File: config.mk
export PLATFORM = sky130hd
export DESIGN_NAME = mac_seq_ctrl
export DESIGN_NICKNAME = d
export VERILOG_FILES = /design/src/rtl/mac_pkg.sv /design/src/rtl/mac_en_align.sv /design/src/rtl/mac_seq_ctrl.sv
export SDC_FILE = /design/constraint.sdc
export NUM_CORES = 1
export LEC_CHECK = 0
export CAP_MARGIN = 20
export CORE_ASPECT_RATIO = 0.8
export CORE_UTILIZATION = 38
export CTS_CLUSTER_DIAMETER = 200
export CTS_CLUSTER_SIZE = 8
export DETAILED_ROUTE_END_ITERATION = 10
export GPL_ROUTABILITY_DRIVEN = 0
export GPL_TIMING_DRIVEN = 0
export PLACE_DENSITY = 0.76
export SLEW_MARGIN = 15
export SYNTH_ARGS = -nofsm -noshare
export SYNTH_HDL_FRONTEND = slang
export SYNTH_HIERARCHICAL = 1
export SYNTH_SLANG_ARGS = --single-unit
File: constraint.sdc
create_clock -name clk -period 1.51 [get_ports clk]
set_input_delay 0.2265 -clock clk [delete_from_list [all_inputs] [get_ports clk]]
set_output_delay 0.2265 -clock clk [all_outputs]
set_load 0.02 [all_outputs]
File: src/rtl/mac_pkg.sv
// rtl/mac_pkg.sv - shared state encoding and widths for the MAC sequencer
package mac_pkg;

  localparam int MAC_DATA_W = 8;
  localparam int MAC_ACC_W  = 16;

  typedef enum logic [2:0] {
    ST_IDLE   = 3'd0,
    ST_CLEAR  = 3'd1,
    ST_STREAM = 3'd2,
    ST_DRAIN  = 3'd3,
    ST_DONE   = 3'd4
  } mac_seq_state_t;

endpackage

File: src/rtl/mac_en_align.sv
// rtl/mac_en_align.sv - DEPTH-stage delay line for the accumulate enable, with synchronous flush
module mac_en_align #(
  parameter int DEPTH = 1
) (
  input  logic clk,
  input  logic rst,
  input  logic flush_i,
  input  logic strobe_i,
  output logic enable_o
);

  logic [DEPTH-1:0] sr_q, sr_d;

  always_comb begin
    sr_d    = '0;
    sr_d[0] = strobe_i;
    for (int i = 1; i < DEPTH; i++) begin
      sr_d[i] = sr_q[i-1];
    end
  end

  always_ff @(posedge clk) begin
    if (rst || flush_i) begin
      sr_q <= '0;
    end else begin
      sr_q <= sr_d;
    end
  end

  assign enable_o = sr_q[DEPTH-1];

endmodule

File: src/rtl/mac_seq_ctrl.sv
// rtl/mac_seq_ctrl.sv - dot-product job sequencer owning the MAC datapath control pins
// MAC_SEQ_SAT_EN: when defined, res_data reads 16'hFFFF whenever the job overflowed.
module mac_seq_ctrl
  import mac_pkg::*;
#(
  parameter int LEN_W    = 8,
  parameter int PIPE_LAT = 1
) (
  input  logic                  clk,
  input  logic                  rst,
  input  logic                  start,
  input  logic [LEN_W-1:0]      len,
  input  logic                  abort,
  input  logic                  in_valid,
  input  logic [MAC_DATA_W-1:0] in_a,
  input  logic [MAC_DATA_W-1:0] in_b,
  output logic                  in_ready,
  output logic [MAC_DATA_W-1:0] mac_a,
  output logic [MAC_DATA_W-1:0] mac_b,
  output logic                  mac_enable,
  output logic                  mac_clear,
  input  logic [MAC_ACC_W-1:0]  mac_result,
  input  logic                  mac_overflow,
  output logic                  res_valid,
  input  logic                  res_ready,
  output logic [MAC_ACC_W-1:0]  res_data,
  output logic                  res_ovf,
  output logic                  busy,
  output logic                  len_err
);

  localparam int DRN_W = $clog2(PIPE_LAT + 1);

  mac_seq_state_t        state_q, state_d;
  logic [LEN_W-1:0]      remaining_q, remaining_d;
  logic [DRN_W-1:0]      drain_q, drain_d;
  logic [MAC_DATA_W-1:0] mac_a_q, mac_a_d, mac_b_q, mac_b_d;
  logic                  clear_q, clear_d;
  logic                  res_valid_q, res_valid_d;
  logic [MAC_ACC_W-1:0]  res_data_q, res_data_d;
  logic                  ovf_q, ovf_d;
  logic                  len_err_q, len_err_d;
  logic                  accept;
  logic                  do_abort;

  assign do_abort = abort && (state_q != ST_IDLE);

  always_comb begin
    state_d     = state_q;
    remaining_d = remaining_q;
    drain_d     = drain_q;
    mac_a_d     = '0;
    mac_b_d     = '0;
    clear_d     = 1'b0;
    res_valid_d = res_valid_q;
    res_data_d  = res_data_q;
    ovf_d       = ovf_q;
    len_err_d   = 1'b0;
    accept      = 1'b0;

    if (do_abort) begin
      state_d     = ST_IDLE;
      res_valid_d = 1'b0;
    end else begin
      case (state_q)
        ST_IDLE: begin
          if (start) begin
            if (len == '0) begin
              len_err_d = 1'b1;
            end else begin
              remaining_d = len;
              clear_d     = 1'b1;
              state_d     = ST_CLEAR;
            end
          end
        end
        ST_CLEAR: begin
          ovf_d   = 1'b0;
          state_d = ST_STREAM;
        end
        ST_STREAM: begin
          ovf_d = ovf_q | mac_overflow;
          if (in_valid) begin
            accept      = 1'b1;
            mac_a_d     = in_a;
            mac_b_d     = in_b;
            remaining_d = remaining_q - LEN_W'(1);
            if (remaining_q == LEN_W'(1)) begin
              drain_d = '0;
              state_d = ST_DRAIN;
            end
          end
        end
        ST_DRAIN: begin
          ovf_d = ovf_q | mac_overflow;
          // Last enable has landed once PIPE_LAT+1 drain cycles have elapsed.
          if (drain_q == DRN_W'(PIPE_LAT)) begin
`ifdef MAC_SEQ_SAT_EN
            res_data_d = ovf_d ? {MAC_ACC_W{1'b1}} : mac_result;
`else
            res_data_d = mac_result;
`endif
            res_valid_d = 1'b1;
            state_d     = ST_DONE;
          end else begin
            drain_d = drain_q + DRN_W'(1);
          end
        end
        ST_DONE: begin
          if (res_ready) begin
            res_valid_d = 1'b0;
            state_d     = ST_IDLE;
          end
        end
        default: state_d = ST_IDLE;
      endcase
    end
  end

  always_ff @(posedge clk) begin
    if (rst) begin
      state_q     <= ST_IDLE;
      remaining_q <= '0;
      drain_q     <= '0;
      mac_a_q     <= '0;
      mac_b_q     <= '0;
      clear_q     <= 1'b0;
      res_valid_q <= 1'b0;
      res_data_q  <= '0;
      ovf_q       <= 1'b0;
      len_err_q   <= 1'b0;
    end else begin
      state_q     <= state_d;
      remaining_q <= remaining_d;
      drain_q     <= drain_d;
      mac_a_q     <= mac_a_d;
      mac_b_q     <= mac_b_d;
      clear_q     <= clear_d;
      res_valid_q <= res_valid_d;
      res_data_q  <= res_data_d;
      ovf_q       <= ovf_d;
      len_err_q   <= len_err_d;
    end
  end

  // The operand register is the first stage, so the enable leaves alongside mac_a for PIPE_LAT=1.
  mac_en_align #(.DEPTH(PIPE_LAT)) u_en_align (
    .clk      (clk),
    .rst      (rst),
    .flush_i  (do_abort),
    .strobe_i (accept),
    .enable_o (mac_enable)
  );

  assign in_ready  = (state_q == ST_STREAM);
  assign busy      = (state_q != ST_IDLE);
  assign mac_a     = mac_a_q;
  assign mac_b     = mac_b_q;
  assign mac_clear = clear_q;
  assign res_valid = res_valid_q;
  assign res_data  = res_data_q;
  assign res_ovf   = ovf_q;
  assign len_err   = len_err_q;

endmodule

==> results.cfg <==
[setup_path]
path_class = primary input to flop
worstPathArrival_ns = 1.79
cp_top_family = compound AO/OA/AOI/OAI gates
start_kind = primary input
endpoint_kind = flop
crit_buf_inv = 2
slowest_stage = a211o_4
path_depth = 6
path_cells = dlygate4sd2_1 -> nand3b_1 -> a211o_4 -> or2_1 -> buf_6 -> o221a_4
required_ns = 1.70
critPathMaxStageDelay_ns = 0.39
path_max_fanout = 8
reg2reg_depth = 5

[sta]
setup_violations = 27
fmax_ghz = 0.627
slew_viol_final = 0
tns_ns = -1.24
whs_ns = 0.439
skew_ns = 0.0120
rsz0062_at_grt = true
setup_slack_ns = -0.0854
finalCritPeriodShare_pct = 106
slew_headroom_pct = 67.1
fin_crit_ns = 1.60
worstMarginPinSlew_ns = 0.489
finalHoldViolCount = 0

[run_status]
violations = setup timing
outcome = complete, but fails checks

[synth]
synth_edf_count = 0
synthTopCellsByCount = 49 x dfxtp_1, 35 x nand2_1, 27 x a21oi_1
yosys.area.top_type_share_pct = 49.6
syn_area_sq_mm = 0.00198
synthAdderAreaFrac_pct = 1.27
yosysWarningCount = 6
synth_top_family_by_area = simple AND/OR/NAND/NOR gates
yosysMostFrequentCell = dfxtp_1
synth.avg_cell_area_sq_um = 8.90
synth-simple-area-share_pct = 27.4
yosys-top-cells-area = dfxtp_1 50%, a21oi_1 6.8%, nand2_1 6.6%
ys.flop_type = dfxtp_1
synth.largest_area_cell = dfxtp_1
synth-xor-area-share_pct = 0
synthDistinctLibCells = 40
synthMuxAreaShare_pct = 0
yosysSeqAreaShare_pct = 49.6
async_flop_share_pct = 0
ys_seq_elements = 49
syn_nets = 271
synth-compound-area-share_pct = 17.6
syn_inst = 222

[power]
power.leakage_nw = 1.60
p_clk_share_pct = 36.1
p_sw_share_pct = 25.2
pwr-share-seq_pct = 45.0
p_total_mw = 3.08
p_switching_mw = 0.774
power_density_mw_per_mm2 = 888
p_int_mw = 2.30
peakVddDrop_uv = 598
power_frac_comb_pct = 19.0

[worst_hold_path]
hp-class = primary input to flop
hold_depth = 3

[flow_run]
maxCapViolCount = 0

[placement]
portBuffers = 85
post-place-ws_ns = -0.628
dpl_cell_area_sq_mm = 0.00293
dpl.hpwl_um = 3660
dp_cells = 369

[layout]
multiInputGateArea_sq_mm = 0.00113
fin_util_pct = 69.2
seq_area_sq_um = 993
drive_gt1_share_pct = 24.0
area_delta_synth_final_pct = 75.3
nFillCells = 377
n_antenna_cell = 0
design_area_sq_mm = 0.00347
stdcell_count = 395
fin_nets = 381

[global_routing]
grt_pass1_wl_um = 8420
antenna_found_initial = 0
grt_usage_pct = 20.1
grt_max_degree = 17
overflow = 0
grt_pass1_vias = 1780

[cts]
cts_root_buffer = clkbuf_8
clkTransAtPathRegs_ns = 0.09
clk_latency_ns = 0.30
cts_tree = yes
cts_hold_buf = 0
cts.sinks = 49
h-tree-depth = 2
numCtsBuffers = 5
clock_path_buffers = 2

[route]
vias = 2050
vias_per_cell = 5.19
ant_nets = 0
drt-pass1-iter-count = 4
drt_iter0_drc = 134
routed_wl_um = 5930
wire_per_inst_um = 15.0
drc = 0

[die]
coreArea_sq_mm = 0.00501
start_util_pct = 39.5
die_w_um = 82.6
dieArea_sq_mm = 0.00550
dieHeight_um = 66.5
io-pin-count = 86
core.rowCount = 23
[power groups by stage]
stage	sequential, mW	clock (mW)	combinational (mW)
2_1_floorplan	1.40	0	0.214
3_3_place_gp	1.40	0	0.432
3_5_place_dp	1.40	0	0.435
4_1_cts	1.37	1.13	0.510
5_1_grt	1.39	1.20	0.622
6_report	1.38	1.11	0.583
[what timing repair did]
| action | in CTS | in global routing |
|---|---|---|
| gates resized for setup | 58 | 43 |
| gates cloned | 2 | 0 |
| setup endpoints to repair | 34 | 55 |
| setup buffers | 16 | 3 |
| pin swaps | 25 | 8 |
[metal layers]
layer | routed length (um) | global-route usage, %
met5 | 0 | 0
met2 | 2810 | 30.9
met4 | 85 | 6.25
met1 | 2640 | 27.4
met3 | 388 | 4.66
[worst paths after layout]
path	start	slack [ns]	end
setup reg to reg	state_q[1]	-0.07	remaining_q[0]
hold / removal	len[2]	0.44	len_err
hold reg to reg	res_data[4]	0.46	res_data[4]
setup / recovery	abort	-0.09	remaining_q[0]
[registers in the layout, summed over array words and instances (netlist names)]
register and cells:
res_valid 1, remaining_q 8, len_err 1, u_en_align/enable_o 1
res_data 16, drain_q 1, mac_b 8, mac_clear 1
mac_a 8, state_q 3, res_ovf 1
[final cells by class]
class / instances / area share [%]
Tap cell: 62 / 2.24
Buffer: 10 / 1.77
Clock inverter: 3 / 1.99
Clock buffer: 5 / 1.99
Inverter: 6 / 0.903
Timing Repair Buffer: 105 / 29.9
Sequential cell: 49 / 28.7
Multi-Input combinational cell: 155 / 32.6
[tightest hold or removal path: cells and delay by family]
family / cells / cell delay [ns]
buffers and inverters: 1 / 0.25
AND/OR/NAND/NOR: 2 / 0.22
[cell usage in the layout, fill, tap and decap left out, drive strengths merged, types with 2 or more instances in the layout]
cell	n
clkdlybuf4s50	54
dfxtp	49
nand2	35
a21oi	27
buf	26
and2	18
dlymetal6s2s	17
dlygate4sd2	12
clkbuf	11
nor2	9
nor3	9
o31ai	7
o311ai	6
inv	5
nand3b	4
a21o	4
nor4	4
nand3	3
nor3b	3
a22oi	3
or4	2
a211o	2
and3	2
bufinv	2
a211oi	2
ha	2
[cell families after synthesis]
logic type / Yosys count
simple gates: 98
compound gates: 54
flops: 49
buf+inv: 19
fa+ha+maj: 2
No activity file was read; power rests on OpenSTA's default activity.
